`src/rtl/bip_control_if.sv`:
```
// Program-ROM and datapath/data-RAM bus driven by the bip_control sequencer.
// The master side is the controller; the slave side is the ROM plus datapath.
interface bip_control_if #(
    parameter int PC_WIDTH    = 11,
    parameter int INSTR_WIDTH = 16
);
    logic [PC_WIDTH-1:0]    pc;
    logic [INSTR_WIDTH-1:0] instr;
    logic [PC_WIDTH-1:0]    operand;
    logic [1:0]             sel_a;
    logic                   sel_b;
    logic                   op;
    logic                   wr_acc;
    logic                   rd_ram;
    logic                   wr_ram;

    modport master (
        output pc, operand, sel_a, sel_b, op, wr_acc, rd_ram, wr_ram,
        input  instr
    );

    modport slave (
        input  pc, operand, sel_a, sel_b, op, wr_acc, rd_ram, wr_ram,
        output instr
    );
endinterface

```
`src/rtl/bip_control.sv`:
```
// Three-cycle FETCH/DECODE/EXEC sequencer for the accumulator datapath.
// Optional executed-cycle counter enabled by defining BIP_CYCLE_COUNT_EN.
module bip_control #(
    parameter int PC_WIDTH     = 11,
    parameter int OPCODE_WIDTH = 5,
    parameter int INSTR_WIDTH  = 16,
    parameter int CYCLE_WIDTH  = 32
) (
    input  logic                   clk,
    input  logic                   reset,
    input  logic                   start,
    bip_control_if.master          bus,
    output logic                   halted,
    output logic [CYCLE_WIDTH-1:0] cycles
);

    if (INSTR_WIDTH != OPCODE_WIDTH + PC_WIDTH) begin : g_width_check
        $error("bip_control: INSTR_WIDTH must equal OPCODE_WIDTH + PC_WIDTH");
    end

    typedef enum logic [2:0] {
        IDLE   = 3'd0,
        FETCH  = 3'd1,
        DECODE = 3'd2,
        EXEC   = 3'd3,
        HALT   = 3'd4
    } state_t;

    typedef struct packed {
        logic [1:0] sel_a;
        logic       sel_b;
        logic       op;
        logic       wr_acc;
        logic       rd_ram;
        logic       wr_ram;
    } ctrl_t;

    localparam logic [OPCODE_WIDTH-1:0] OPC_HLT  = OPCODE_WIDTH'(0);
    localparam logic [OPCODE_WIDTH-1:0] OPC_STO  = OPCODE_WIDTH'(1);
    localparam logic [OPCODE_WIDTH-1:0] OPC_LD   = OPCODE_WIDTH'(2);
    localparam logic [OPCODE_WIDTH-1:0] OPC_LDI  = OPCODE_WIDTH'(3);
    localparam logic [OPCODE_WIDTH-1:0] OPC_ADD  = OPCODE_WIDTH'(4);
    localparam logic [OPCODE_WIDTH-1:0] OPC_ADDI = OPCODE_WIDTH'(5);
    localparam logic [OPCODE_WIDTH-1:0] OPC_SUB  = OPCODE_WIDTH'(6);
    localparam logic [OPCODE_WIDTH-1:0] OPC_SUBI = OPCODE_WIDTH'(7);

    localparam logic [1:0] SEL_A_RAM = 2'd0;
    localparam logic [1:0] SEL_A_IMM = 2'd1;
    localparam logic [1:0] SEL_A_ALU = 2'd2;

    // Opcodes 01000-11111 fall through to the all-zero NOP word.
    function automatic ctrl_t decode(input logic [OPCODE_WIDTH-1:0] opc);
        ctrl_t c;
        c = '0;
        case (opc)
            OPC_STO:  c.wr_ram = 1'b1;
            OPC_LD:   begin c.rd_ram = 1'b1; c.sel_a = SEL_A_RAM; c.wr_acc = 1'b1; end
            OPC_LDI:  begin c.sel_a = SEL_A_IMM; c.wr_acc = 1'b1; end
            OPC_ADD:  begin c.rd_ram = 1'b1; c.sel_a = SEL_A_ALU; c.op = 1'b1; c.wr_acc = 1'b1; end
            OPC_ADDI: begin c.sel_a = SEL_A_ALU; c.sel_b = 1'b1; c.op = 1'b1; c.wr_acc = 1'b1; end
            OPC_SUB:  begin c.rd_ram = 1'b1; c.sel_a = SEL_A_ALU; c.wr_acc = 1'b1; end
            OPC_SUBI: begin c.sel_a = SEL_A_ALU; c.sel_b = 1'b1; c.wr_acc = 1'b1; end
            default:  c = '0;
        endcase
        return c;
    endfunction

    state_t                 state;
    logic [PC_WIDTH-1:0]    pc_q;
    logic [INSTR_WIDTH-1:0] ir;
    ctrl_t                  ctrl;

    logic [OPCODE_WIDTH-1:0] ir_opc;
    logic [OPCODE_WIDTH-1:0] instr_opc;

    assign ir_opc    = ir[INSTR_WIDTH-1 -: OPCODE_WIDTH];
    assign instr_opc = bus.instr[INSTR_WIDTH-1 -: OPCODE_WIDTH];

    // Strobes are decoded from the ROM word on the DECODE edge so they are
    // registered yet present for exactly the EXEC cycle, and cleared after it.
    always_ff @(posedge clk) begin
        if (reset) begin
            state  <= IDLE;
            pc_q   <= '0;
            ir     <= '0;
            ctrl   <= '0;
            halted <= 1'b0;
        end else begin
            case (state)
                IDLE: begin
                    if (start) state <= FETCH;
                end
                FETCH: begin
                    state <= DECODE;
                end
                DECODE: begin
                    ir    <= bus.instr;
                    ctrl  <= decode(instr_opc);
                    state <= EXEC;
                end
                EXEC: begin
                    ctrl <= '0;
                    if (ir_opc == OPC_HLT) begin
                        state  <= HALT;
                        halted <= 1'b1;
                    end else begin
                        pc_q  <= pc_q + PC_WIDTH'(1);
                        state <= FETCH;
                    end
                end
                HALT: begin
                    state <= HALT;
                end
                default: begin
                    state  <= IDLE;
                    ctrl   <= '0;
                    halted <= 1'b0;
                end
            endcase
        end
    end

    assign bus.pc      = pc_q;
    assign bus.operand = ir[PC_WIDTH-1:0];
    assign bus.sel_a   = ctrl.sel_a;
    assign bus.sel_b   = ctrl.sel_b;
    assign bus.op      = ctrl.op;
    assign bus.wr_acc  = ctrl.wr_acc;
    assign bus.rd_ram  = ctrl.rd_ram;
    assign bus.wr_ram  = ctrl.wr_ram;

`ifdef BIP_CYCLE_COUNT_EN
    logic [CYCLE_WIDTH-1:0] cycle_cnt;

    // Counts every cycle spent sequencing, including the EXEC of HLT.
    always_ff @(posedge clk) begin
        if (reset) begin
            cycle_cnt <= '0;
        end else if (state == FETCH || state == DECODE || state == EXEC) begin
            cycle_cnt <= cycle_cnt + CYCLE_WIDTH'(1);
        end
    end

    assign cycles = cycle_cnt;
`else
    assign cycles = '0;
`endif

endmodule
```
`src/flat_wrapper.sv`:
```
// flat-port wrapper written by rule: the top's interface ports become plain ports
module bip_control_flat 
#(
    parameter int PC_WIDTH     = 11,
    parameter int OPCODE_WIDTH = 5,
    parameter int INSTR_WIDTH  = 16,
    parameter int CYCLE_WIDTH  = 32
)
  (clk, reset, start, halted, cycles, bus_pc, bus_operand, bus_sel_a, bus_sel_b, bus_op, bus_wr_acc, bus_rd_ram, bus_wr_ram, bus_instr);
  bip_control_if #(.PC_WIDTH(PC_WIDTH), .INSTR_WIDTH(INSTR_WIDTH)) bus_i ();
  input  logic clk;
  input  logic reset;
  input  logic start;
  output logic halted;
  output logic [CYCLE_WIDTH-1:0] cycles;
  output wire logic [$bits(bus_i.pc)-1:0] bus_pc;
  output wire logic [$bits(bus_i.operand)-1:0] bus_operand;
  output wire logic [$bits(bus_i.sel_a)-1:0] bus_sel_a;
  output wire logic [$bits(bus_i.sel_b)-1:0] bus_sel_b;
  output wire logic [$bits(bus_i.op)-1:0] bus_op;
  output wire logic [$bits(bus_i.wr_acc)-1:0] bus_wr_acc;
  output wire logic [$bits(bus_i.rd_ram)-1:0] bus_rd_ram;
  output wire logic [$bits(bus_i.wr_ram)-1:0] bus_wr_ram;
  input wire logic [$bits(bus_i.instr)-1:0] bus_instr;
  assign bus_pc = bus_i.pc;
  assign bus_operand = bus_i.operand;
  assign bus_sel_a = bus_i.sel_a;
  assign bus_sel_b = bus_i.sel_b;
  assign bus_op = bus_i.op;
  assign bus_wr_acc = bus_i.wr_acc;
  assign bus_rd_ram = bus_i.rd_ram;
  assign bus_wr_ram = bus_i.wr_ram;
  assign bus_i.instr = bus_instr;
  bip_control #(.PC_WIDTH(PC_WIDTH), .OPCODE_WIDTH(OPCODE_WIDTH), .INSTR_WIDTH(INSTR_WIDTH), .CYCLE_WIDTH(CYCLE_WIDTH)) u_core (.clk(clk), .reset(reset), .start(start), .bus(bus_i), .halted(halted), .cycles(cycles));
endmodule
```
`config.mk`:
```
export PLATFORM = sky130hd
export DESIGN_NAME = bip_control_flat
export DESIGN_NICKNAME = d
export VERILOG_FILES = /design/src/rtl/bip_control_if.sv /design/src/rtl/bip_control.sv /design/src/flat_wrapper.sv
export SDC_FILE = /design/constraint.sdc
export NUM_CORES = 1
export LEC_CHECK = 0
export CAP_MARGIN = 0
export CORE_ASPECT_RATIO = 0.5
export CORE_UTILIZATION = 38
export DETAILED_ROUTE_END_ITERATION = 7
export GPL_TIMING_DRIVEN = 0
export PLACE_DENSITY = 0.76
export SLEW_MARGIN = 15
export SYNTH_ARGS = -nofsm -noshare
export SYNTH_HDL_FRONTEND = slang
export SYNTH_SLANG_ARGS = --single-unit
```
`constraint.sdc`:
```
create_clock -name clk -period 1.57 [get_ports clk]
set_input_delay 0.314 -clock clk [delete_from_list [all_inputs] [get_ports clk]]
set_output_delay 0.314 -clock clk [all_outputs]
set_load 0.03 [all_outputs]
```
After elaboration in Yosys (flattened, before gate mapping)
Cells that the tools add are included.
- output and inout port bits: 62
- register bits after elaboration: 38
- multiplexer cells: 12
- add/subtract/negate cells: 1
- reduce and logical (&&, ||, !) cells: 11
- equality and inequality tests: 13
- bitwise logic cells: 2
- operator list (operator ; number):
    $eq 5x3->1 const B ; 4
    $pmux 3 s5 ; 1
    $pmux 7 s2 ; 1
    $add 11x1->11 const B ; 1
    $eq 5x2->1 const B ; 2
    $reduce_or 4->1 ; 2
    $eq 3x2->1 const B ; 2
    $mux 1 ; 6
    $mux 3 ; 2
    $reduce_or 3->1 ; 2
    $reduce_or 6->1 ; 1
    $eq 5x1->1 const B ; 1
    $logic_not 5->1 ; 1
    $pmux 2 s2 ; 1
    $reduce_and 2->1 ; 2
    $reduce_or 2->1 ; 2
    $eq 3x1->1 const B ; 1
    $eq 3x3->1 const B ; 1
    $logic_not 3->1 ; 1
    $ne 2x1->1 const B ; 1
    $ne 2x2->1 const B ; 1
    $not 1->1 ; 2
    $pmux 1 s2 ; 1

Longest topological paths before layout
- depth in word-level cells: 4
- gate-level depth with buffers: 6
- gate-level depth less buffers: 5

Worst setup path before layout
OpenSTA, ideal clock, no wires.
- kind: reg2reg
- start: register u_core.state[2]
- end: register u_core.ctrl (netlist bit u_core.bus.wr_ram)
- arrival time: 1638 ps
- path slack: -138 ps
- cell stages (with the launch flop): 7
- period minus slack after synthesis: 1708 ps
- required time: 1500 ps
- path through: dfxtp_1 -> buf_6 -> or3b_1 -> buf_6 -> nor3_4 -> or4b_1 -> a21oi_1
- cells in the longest elaborated chain, start to end: 3
- ends and longest elaborated chain (what ; line ; RTL):
    from (decl) ; bip_control.sv:68 ; state_t state;
    from (signal assigned) ; bip_control.sv:83 ; state <= IDLE;
    from (signal assigned) ; bip_control.sv:91 ; if (start) state <= FETCH;
    from (signal assigned) ; bip_control.sv:94 ; state <= DECODE;
    $eq 3x1->1 (tied with other cells) ; bip_control.sv:89 ; case (state)
    $reduce_or 3->1 (no line) ; - ;
    $pmux 7 s2 ; bip_control.sv:89 ;
    to (signal assigned) ; bip_control.sv:98 ; ctrl <= decode(instr_opc);
    to (decl) ; bip_control.sv:71 ; ctrl_t ctrl;
Parallel ways exist; a longest one is shown, timed or not.
A chain may end at the register's enable or synchronous reset.

Worst setup path after layout
- start: register u_core.state[1]
- end: register u_core.ctrl (netlist bit u_core.bus.wr_ram)
The elaborated chain is that of the path after synthesis.

==> impl_metrics.sql <==
INSERT INTO impl_metrics (metric_group, metric, value, unit) VALUES
('clock_tree', 'cts_tree', 'built', ''),
('hold_path', 'hold_start', 'reset', ''),
('placed_design', 'post_dp_cell_area', '2540', 'sq um'),
('pwr', 'leakage', '1.25', 'nW'),
('setup_path', 'worst_setup_path_end_kind', 'flop', ''),
('hold_path', 'worstHoldPathType', 'input port to flop', ''),
('detailed_routing', 'wirelength', '4080', 'um'),
('clock_tree', 'cts.root.buffer_cell', 'clkbuf_8', ''),
('run_status', 'failing_checks', 'setup timing', ''),
('global_route', 'grt_overflow', '0', ''),
('setup_path', 'critPathLaunch', 'u_core.state[1]', ''),
('floorplan', 'core-area', '4550', 'sq um'),
('synth', 'synth-seq-cells', '38', ''),
('placed_design', 'place.gp.congestion', '0.760', ''),
('run', 'maxCapViolCount', '0', ''),
('pwr', 'p_int', '0.00166', 'W'),
('timing', 'report.final.setup_viol', '7', ''),
('floorplan', 'number_of_ports_placed_on_the_die_boundary', '81', ''),
('synth', 'synth_seq_area_share', '40.8', '%'),
('detailed_routing', 'detail_route.first_pass.iterations', '4', ''),
('layout', 'n_fill_cell', '436', ''),
('global_route', 'grt_pass1_wl', '6530', 'um'),
('timing', 'postLayoutSetupSlackWorst', '-0.0590', 'ns'),
('floorplan', 'die_h', '51.6', 'um'),
('pwr', 'sw_frac_of_total', '31.3', '%'),
('detailed_routing', 'detail_route.wirelength.met1', '1740', 'um'),
('clock_tree', 'cts-buffers-inserted', '5', ''),
('timing', 'rsz0062_at_grt', 'true', ''),
('synth', 'number_of_enable_flip_flop_cells_after_synthesis', '0', ''),
('clock_tree', 'cts_h_tree_depth', '2', ''),
('global_route', 'vias_in_the_first_global_route', '1480', ''),
('synth', 'netlist_top_cells_area', 'dfxtp_1 (41%), buf_4 (18%), nand2_1 (8.8%), a21oi_1 (7.8%), xor2_1 (2.3%)', ''),
('layout', 'insertedDiodeCount', '0', ''),
('setup_path', 'critical_path.reg2reg.startpoint', 'u_core.state[1]', ''),
('clock_tree', 'cts.reportedPaths.clkPinSlew', '0.07', 'ns'),
('pwr', 'p_comb_share', '27.4', '%'),
('timing', 'clock_skew', '0.00666', 'ns'),
('placed_design', 'port-buffer-count', '47', ''),
('synth', 'postSynth.asyncResetShare', '0', '%'),
('pwr', 'p_clk_share', '28.3', '%'),
('pwr', 'ir_drop', '0.380', 'mV'),
('synth', 'synth.avg_cell_area', '8.22', 'sq um'),
('timing', 'report.final.hold_viol_count', '0', ''),
('clock_tree', 'ctsHoldBuffers', '0', ''),
('detailed_routing', 'avgRoutedWirePerCell', '10.8', 'um'),
('synth', 'synthDominantCellAreaShare', '40.8', '%'),
('floorplan', 'floorplan.rows', '17', ''),
('detailed_routing', 'viasPerCell', '4.47', ''),
('synth', 'mappedNetlistArea', '1870', 'sq um'),
('detailed_routing', 'topRoutingLayerUsed', 'met4', ''),
('timing', 'period_share', '104', '%'),
('setup_path', 'startpoint_type', 'flop', ''),
('floorplan', 'fp.dieArea', '5210', 'sq um'),
('detailed_routing', 'dr_total_vias', '1694', ''),
('floorplan', 'die_x', '101', 'um'),
('synth', 'synth_cell_type_count', '36', ''),
('detailed_routing', 'drc', '0', ''),
('timing', 'finalWorstPathRequiredPeriod', '1.63', 'ns'),
('detailed_routing', 'met3RoutedLength', '278', 'um'),
('synth', 'number_of_synthesis_warnings', '0', ''),
('timing', 'achievable-frequency', '0.614', 'GHz'),
('run_status', 'result_of_the_run', 'complete, but fails checks', ''),
('timing', 'timing.slew.headroom', '62.4', '%'),
('layout', 'syn_to_final_growth', '42.4', '%'),
('synth', 'synth_ff_type', 'dfxtp_1', ''),
('floorplan', 'effective_utilization_at_floorplan', '41.0', '%'),
('pwr', 'seqPwrFrac', '44.2', '%'),
('layout', 'final_area', '2660', 'sq um'),
('pwr', 'report.power.total', '0.00241', 'W'),
('setup_path', 'critical_path_required', '1.79', 'ns'),
('timing', 'finalHoldWorstSlack', '0.422', 'ns');
[state kept, by name, summed over array words and instances (netlist names)]
| signal | flops |
|---|---|
| u_core.ir | 16 |
| u_core.bus.pc | 11 |
| u_core.state | 3 |
| u_core.bus.sel_a | 2 |
| u_core.bus.op | 1 |
| u_core.bus.rd_ram | 1 |
| u_core.bus.sel_b | 1 |
| u_core.bus.wr_acc | 1 |
| u_core.bus.wr_ram | 1 |
| u_core.halted | 1 |
[stage by stage]
| stage | worst slack, ns | TNS [ns] | instances |
|---|---|---|---|
| 2_1_floorplan | -0.138 | -0.138 | 258 |
| 3_3_place_gp | -0.199 | -1.20 | 371 |
| 3_5_place_dp | -0.243 | -2.29 | 371 |
| 4_1_cts | -0.115 | -0.132 | 378 |
| 5_1_grt | -0.136 | -0.912 | 379 |
| 6_report | -0.0590 | -0.178 | 379 |
[synth_stat cells (all sizes together) (2+ instances only)]
| library cell | count |
|---|---|
| dfxtp | 38 |
| xor2 | 5 |
| nand2 | 44 |
| nand3 | 2 |
| o211ai | 4 |
| a21oi | 29 |
| o21ai | 9 |
| nor2 | 11 |
| and3 | 2 |
| buf | 48 |
| nor3 | 2 |
| o2111ai | 3 |
| clkbuf | 8 |
| or3 | 5 |
[cell families (layout without fill, tap and decap cells)]
| group | after synthesis | in the layout | synth area share [%] |
|---|---|---|---|
| xor+xnor | 6 | 6 | 2.81 |
| buf+inv | 57 | 112 | 21.2 |
| fa+ha+maj | 1 | 1 | 0.670 |
| other cells | 1 | 32 | 0.201 |
| flops | 38 | 38 | 40.8 |
| mux | 1 | 1 | 0.536 |
| compound gates | 49 | 49 | 14.9 |
| simple gates | 74 | 74 | 18.9 |
[critical path: stages (launching register included)]
cell and delay, ns:
dfxtp_2 0.32, buf_6 0.10, or3b_4 0.40, nor3_4 0.13, or4b_4 0.48, a21oi_2 0.14
[power by group through the flow]
stage,sequential [W],clock [W],combinational (W)
finish,0.00107,0.000684,0.000663
global route,0.00107,0.000756,0.000716
CTS,0.00106,0.000703,0.000644
detailed placement,0.00107,0,0.000648
global placement,0.00106,0,0.000637
floorplan,0.00107,0,0.000470
[final timing paths]
check | cells after the start | slack (ns) | endpoint
worst min register to register | 2 | 0.46 | u_core.bus.sel_a[0]
worst min-delay path | 2 | 0.42 | u_core.ir[15]
worst max-delay path | 5 | -0.06 | u_core.bus.wr_ram
worst max register to register | 5 | -0.06 | u_core.bus.wr_ram
[cell usage in the layout (no fill, tap or decap), types with 2 or more instances in the layout]
cell / Yosys / layout
clkbuf_8: 0 / 6
nand2_1: 44 / 44
clkdlybuf4s50_1: 0 / 17
o2111ai_2: 0 / 2
or3_1: 5 / 5
clkbuf_1: 8 / 5
dfxtp_1: 38 / 34
dfxtp_2: 0 / 4
o211ai_1: 4 / 4
conb_1: 1 / 32
a21oi_1: 29 / 28
xor2_1: 5 / 5
nand3_1: 2 / 2
o21ai_0: 8 / 7
dlygate4sd2_1: 0 / 30
buf_6: 2 / 2
and3_1: 2 / 2
nor2_1: 11 / 11
buf_4: 44 / 49
[area by class of cell]
class	count	area (sq um)	area share, %
Buffer	49	354	13.3
Clock buffer	7	86.3	3.25
Clock inverter	1	5.00	0.188
Inverter	1	3.75	0.141
Multi-Input combinational cell	163	872	32.8
Sequential cell	38	766	28.8
Tap cell	66	82.6	3.11
Timing Repair Buffer	54	489	18.4
[metal layers]
metal | global-route usage [%] | vias to the layer above
li1 | - | 852
met1 | 17.6 | 777
met2 | 31.1 | 60
met3 | 4.30 | 5
met4 | 5.80 | 0
met5 | 0 | -
[repair_timing]
item	in CTS	in global routing
gates cloned	0	0
endpoints found under the setup margin	52	23
hold endpoints to repair	0	0
gates resized for setup	39	10
pin swaps	3	5
buffers inserted	4	3
Note: power is estimated with default switching activity, not from simulation.
